**src/rtl/muldiv_unit.sv**
```systemverilog
// muldiv_unit: iterative multiply/divide unit holding the architectural HI/LO
// registers. MULT/MULTU/DIV/DIVU take WIDTH shift-add or restoring
// subtract-shift steps on magnitudes, followed by one sign-fix/write cycle.
// MTHI/MTLO complete in a single cycle.
module muldiv_unit #(
    parameter int WIDTH = 32
) (
    input  logic             clk,
    input  logic             rst,
    input  logic             start,
    input  logic [2:0]       op,
    input  logic [WIDTH-1:0] rsData,
    input  logic [WIDTH-1:0] rtData,
    input  logic             flush,
    output logic             busy,
    output logic             done,
    output logic [WIDTH-1:0] hi,
    output logic [WIDTH-1:0] lo
);

    localparam logic [1:0] S_IDLE = 2'd0;
    localparam logic [1:0] S_RUN  = 2'd1;
    localparam logic [1:0] S_FIX  = 2'd2;
    localparam int CW = $clog2(WIDTH + 1);

    logic [1:0]       state;
    logic [CW-1:0]    count;
    logic [WIDTH-1:0] acc_hi;   // partial product high half / running remainder
    logic [WIDTH-1:0] acc_lo;   // multiplier bits shifting out / quotient bits shifting in
    logic [WIDTH-1:0] opb;      // |multiplicand| or |divisor|
    logic [WIDTH-1:0] a_orig;   // raw dividend, returned as HI on divide by zero
    logic             is_div;
    logic             neg_q;    // product / quotient must be negated
    logic             neg_r;    // remainder must be negated (sign of dividend)
    logic             b_zero;

    logic             start_md;
    logic             start_mt;
    logic             sgn_op;
    logic [WIDTH:0]   mul_sum;
    logic [WIDTH:0]   div_shift;
    logic [WIDTH:0]   div_diff;
    logic [WIDTH-1:0] step_hi;
    logic [WIDTH-1:0] step_lo;
    logic [2*WIDTH-1:0] fix_prod;
    logic [WIDTH-1:0] fix_hi;
    logic [WIDTH-1:0] fix_lo;

    // Magnitude of an operand; unsigned ops pass straight through.
    function automatic logic [WIDTH-1:0] abs_val(input logic [WIDTH-1:0] v,
                                                 input logic sgn);
        logic signed [WIDTH-1:0] sv;
        sv = v;
        return (sgn && sv < 0) ? -v : v;
    endfunction

    // Conditional two's-complement negation for single-width results.
    function automatic logic [WIDTH-1:0] cond_neg(input logic [WIDTH-1:0] v,
                                                  input logic neg);
        return neg ? -v : v;
    endfunction

    // Conditional two's-complement negation for the double-width product.
    function automatic logic [2*WIDTH-1:0] cond_neg2(input logic [2*WIDTH-1:0] v,
                                                     input logic neg);
        return neg ? -v : v;
    endfunction

    // A flush in the same cycle as start suppresses the start.
    assign start_md = start && !flush && (state == S_IDLE) && !op[2];
    assign start_mt = start && !flush && (state == S_IDLE) && (op[2:1] == 2'b10);
    assign sgn_op   = !op[0];
    assign busy     = (state != S_IDLE);

    // One iteration step: shift-add for multiply, restoring subtract-shift for divide.
    always_comb begin
        mul_sum   = {1'b0, acc_hi} + (acc_lo[0] ? {1'b0, opb} : '0);
        div_shift = {acc_hi, acc_lo[WIDTH-1]};
        div_diff  = div_shift - {1'b0, opb};
        step_hi   = mul_sum[WIDTH:1];
        step_lo   = {mul_sum[0], acc_lo[WIDTH-1:1]};
        if (is_div) begin
            if (!div_diff[WIDTH]) begin
                step_hi = div_diff[WIDTH-1:0];
                step_lo = {acc_lo[WIDTH-2:0], 1'b1};
            end else begin
                step_hi = div_shift[WIDTH-1:0];
                step_lo = {acc_lo[WIDTH-2:0], 1'b0};
            end
        end
    end

    // Sign correction of the finished magnitudes; divide by zero bypasses it.
    always_comb begin
        fix_prod = cond_neg2({acc_hi, acc_lo}, neg_q);
        fix_hi   = fix_prod[2*WIDTH-1:WIDTH];
        fix_lo   = fix_prod[WIDTH-1:0];
        if (is_div) begin
            if (b_zero) begin
                fix_hi = a_orig;
                fix_lo = '1;
            end else begin
                fix_hi = cond_neg(acc_hi, neg_r);
                fix_lo = cond_neg(acc_lo, neg_q);
            end
        end
    end

    // Sequencer: IDLE -> RUN for WIDTH steps -> FIX -> IDLE, with flush abort.
    always_ff @(posedge clk or posedge rst) begin
        if (rst) begin
            state <= S_IDLE;
            count <= '0;
            done  <= 1'b0;
        end else begin
            done <= 1'b0;
            case (state)
                S_IDLE: begin
                    if (start_md) begin
                        state <= S_RUN;
                        count <= CW'(WIDTH);
                    end
                end
                S_RUN: begin
                    if (flush) begin
                        state <= S_IDLE;
                        count <= '0;
                    end else begin
                        count <= count - CW'(1);
                        if (count == CW'(1)) state <= S_FIX;
                    end
                end
                S_FIX: begin
                    state <= S_IDLE;
                    if (!flush) done <= 1'b1;
                end
                default: state <= S_IDLE;
            endcase
        end
    end

    // Operand latch at start and accumulator update while running.
    always_ff @(posedge clk or posedge rst) begin
        if (rst) begin
            acc_hi <= '0;
            acc_lo <= '0;
            opb    <= '0;
            a_orig <= '0;
            is_div <= 1'b0;
            neg_q  <= 1'b0;
            neg_r  <= 1'b0;
            b_zero <= 1'b0;
        end else if (start_md) begin
            acc_hi <= '0;
            acc_lo <= op[1] ? abs_val(rsData, sgn_op) : abs_val(rtData, sgn_op);
            opb    <= op[1] ? abs_val(rtData, sgn_op) : abs_val(rsData, sgn_op);
            a_orig <= rsData;
            is_div <= op[1];
            neg_q  <= sgn_op && (rsData[WIDTH-1] ^ rtData[WIDTH-1]);
            neg_r  <= sgn_op && rsData[WIDTH-1];
            b_zero <= (rtData == '0);
        end else if (state == S_RUN && !flush) begin
            acc_hi <= step_hi;
            acc_lo <= step_lo;
        end
    end

    // Architectural HI/LO: written only by an unflushed FIX or by MTHI/MTLO.
    always_ff @(posedge clk or posedge rst) begin
        if (rst) begin
            hi <= '0;
            lo <= '0;
        end else if (state == S_FIX && !flush) begin
            hi <= fix_hi;
            lo <= fix_lo;
        end else if (start_mt) begin
            if (op[0]) lo <= rsData;
            else       hi <= rsData;
        end
    end

endmodule

```
**config.mk**
```make
export PLATFORM = sky130hd
export DESIGN_NAME = muldiv_unit
export DESIGN_NICKNAME = d
export VERILOG_FILES = /design/src/rtl/muldiv_unit.sv
export SDC_FILE = /design/constraint.sdc
export NUM_CORES = 1
export LEC_CHECK = 0
export ABC_AREA = 1
export ABC_CLOCK_PERIOD_IN_PS = 16800
export CORE_MARGIN = 2
export CORE_UTILIZATION = 43
export DETAILED_ROUTE_END_ITERATION = 8
export HOLD_SLACK_MARGIN = 0.12
export MAX_ROUTING_LAYER = met4
export SLEW_MARGIN = 20
export SYNTH_ARGS = -nofsm -noshare
export SYNTH_HDL_FRONTEND = slang
export SYNTH_SLANG_ARGS = --single-unit
```
**constraint.sdc**
```tcl
create_clock -name clk -period 16.8 [get_ports clk]
set_input_delay 3.36 -clock clk [delete_from_list [all_inputs] [get_ports clk]]
set_output_delay 3.36 -clock clk [all_outputs]
set_load 0.05 [all_outputs]
```
==> metrics.yaml <==
yosys:
  ys_types: 52
  yosysSeqAreaShare_pct: 25.6
  avgSynthCellArea_um2: 5.91
  synthCells: 3387
  async_reset_ff_share_pct: 100
  yosysWarnings: 0
  synth-main-ff-cell: "dfrtp_1"
  netlist_area_um2: 20000
  synth_fp_nets: 3530
  synth_edf_count: 0
  ys_seq_elements: 205
routing:
  drt_pre_antenna_iters: 8
  num_vias: 23441
  vias_per_cell: 5.76
  drtIter0Drc: 2776
  ant_nets: 0
  wl_per_cell_um: 22.7
  drc: 0
  routed_wl_um: 92400
grt:
  grt_pass1_vias: 21519
  track_usage_pct: 38.9
  grt_max_degree: 89
  antenna_found_initial: 1
  grt_overflow: 0
  grt_pass1_wl_um: 136000
final_layout:
  mostFrequentLayoutCell: "nand2_1"
  fin_util_pct: 49.1
  area_growth_pct: 13.5
  final_cell_mix: "1,106 x nand2_1, 485 x inv_1, 292 x nor2_1, 281 x nand3_1, 264 x o21ai_0"
  multi_input_area_um2: 12400
  fin_nets: 3587
  regArea_um2: 5130
  fillCellCount: 4958
  drive_above_1_share_pct: 4.04
timing:
  tightest_slew_ns: 1.10
  rsz0062_at_grt: "no"
  clock_skew_ns: 0.0228
  maxSlewHeadroom_pct: 26.4
  whs_ns: 0.483
  finalMaxSlewViolations: 0
  min_period_ns: 6.18
  setup_viol: 0
  fin_crit_sh_pct: 36.8
  timing.fmax_mhz: 162
  setup_tns_ns: 0
  hold_viol_final: 0
clocking:
  post-cts-setup-buffers: 0
  root_buffer: "clkbuf_16"
  cts_hold_buf: 0
  cts_buffer_depth: 3
  clkLatencyLatePin_ns: 0.58
  clk_pin_slew_ns: 0.06
  clock-sinks: 205
  cts_buffers: 27
  cts_resized: 0
  h-tree-depth: 1
  cts_tree: "done"
setup_path:
  required_ns: 17.29
  crit_start: "flush"
  crit_family: "buffers and inverters"
  rr_startpoint: "acc_lo[31]"
  cp_cell_sequence: "clkdlybuf4s50_1, nor2_1, nand2_1, nor2_2, buf_4, inv_2, buf_4, nand2_1, inv_2, a21oi_1, a22oi_1"
  worstSetupPathType: "primary input to flop"
  cpMaxStageDelayCell: "inv_2"
  cp_num_buf_inv: 5
  max_stage_delay_ns: 0.75
  path_max_fanout: 88
  startpoint_type: "primary input"
  critPathArrivalTime_ns: 6.67
  cp-end-kind: "flop"
floorplan:
  die_y_um: 220
  rows: 79
  boundaryPins: 137
  initial_utilization_pct: 43.2
  core_area_um2: 46300
  die_area_um2: 48300
  die_w_um: 220
place:
  globalplace.congestion: 1.05
  dp_hpwl_um: 72100
  portBuffers: 136
hold_path:
  hold_start: "a_orig[24]"
  min_path_type: "flop to flop"
pwr:
  p_leak_nw: 11.5
  p_per_area_nw_per_um2: 184
  power_mw: 4.18
  peakVddDrop_mv: 0.132
outcome:
  status: "complete, no violations"
run:
  maxCapViolCount: 0
[stage by stage]
step / cell area, um^2 / cells / setup WS (ns)
floorplan: 20000 / 3387 / 7.84
global placement: 21800 / 4021 / 10.18
detailed placement: 21800 / 4021 / 10.11
CTS: 22700 / 4069 / 10.71
global route: 22700 / 4071 / 10.37
finish: 22700 / 4072 / 10.62
[cell families (layout without fill, tap and decap cells)]
kind of cell	count (synthesis)	after routing	synth area share (%)
AOI/OAI and AO/OA	559	559	15.7
xor gates and xnor gates	77	77	3.37
adders and majority gates	72	72	4.58
buffers and inverters	632	708	12.3
DFF	205	205	25.6
other	0	2	0
and+or+nand+nor	1842	1842	38.4
[synth_stat cells (12+ instances only)]
cell / n / area [um^2]
nor2_2: 16 / 100
a21oi_1: 152 / 761
nand2_1: 1106 / 4150
nand3_1: 281 / 1410
nor3_1: 41 / 205
xor2_1: 62 / 543
clkbuf_1: 76 / 285
nand4_1: 41 / 257
nor2_1: 299 / 1120
o21ai_0: 264 / 1320
inv_1: 489 / 1840
o21ai_1: 14 / 70.1
dfrtp_1: 205 / 5130
nand2_2: 12 / 75.1
ha_1: 70 / 876
o211ai_1: 63 / 473
buf_1: 22 / 82.6
xnor2_1: 15 / 131
buf_2: 27 / 135
[power by group]
group | leakage (nW) | internal [mW] | switching [mW]
Clock | 0.436 | 0.364 | 0.254
Combinational | 8.52 | 0.798 | 1.83
Sequential | 2.56 | 0.646 | 0.282
Total | 11.5 | 1.81 | 2.37
[layer usage]
| layer | part of all wire, % | track usage (%) | vias up | wire, um |
|---|---|---|---|---|
| li1 | - | - | 10969 | - |
| met5 | 0 | - | - | 0 |
| met3 | 9.0 | 6.76 | 200 | 8330 |
| met4 | 4.8 | 16.0 | 0 | 4450 |
| met1 | 44 | 53.4 | 11106 | 40400 |
| met2 | 42 | 56.5 | 1166 | 39200 |
[layout make-up]
| class | count | area share [%] |
|---|---|---|
| clock inverter | 10 | 0.634 |
| multi-input combinational | 2550 | 54.8 |
| sequential | 205 | 22.6 |
| tap | 607 | 3.34 |
| inverter | 498 | 8.26 |
| clock buffer | 38 | 3.38 |
| timing repair buffer | 162 | 6.94 |
| antenna | 2 | 0.0220 |
[registers in the layout, summed over array words and instances, names as in the netlist]
register and cells:
a_orig 32, acc_hi 32, acc_lo 32, hi 32, lo 32, opb 32
count 6, state 2, b_zero 1, done 1, is_div 1, neg_q 1
neg_r 1
[worst paths after layout]
kind                            depth (start not counted)  slack (ns)    endpoint
worst max-delay path                                   11       10.62   acc_lo[8]
worst min-delay path                                    2        0.48  a_orig[24]
worst max register to register                         17       13.23   acc_hi[0]
worst min register to register                          2        0.48  a_orig[24]
max in group asynchronous                               3       12.15       lo[7]
min in group asynchronous                               2        3.21      hi[20]
[worst register-to-register path, stage by stage, from the launching register on]
cell     delay [ns]
dfrtp_1        0.44
inv_1          0.19
ha_1           0.31
fa_1           0.43
inv_1          0.11
nand3_1        0.09
nand2_2        0.12
nand2_1        0.08
nand2_2        0.13
nand2_1        0.09
nand2_2        0.11
nand2_2        0.09
nand3_1        0.09
nand2_2        0.51
nand2_1        0.27
nand2_1        0.14
o21ai_1        0.17
nand2_1        0.08
Power figures use the tool's default switching activity.
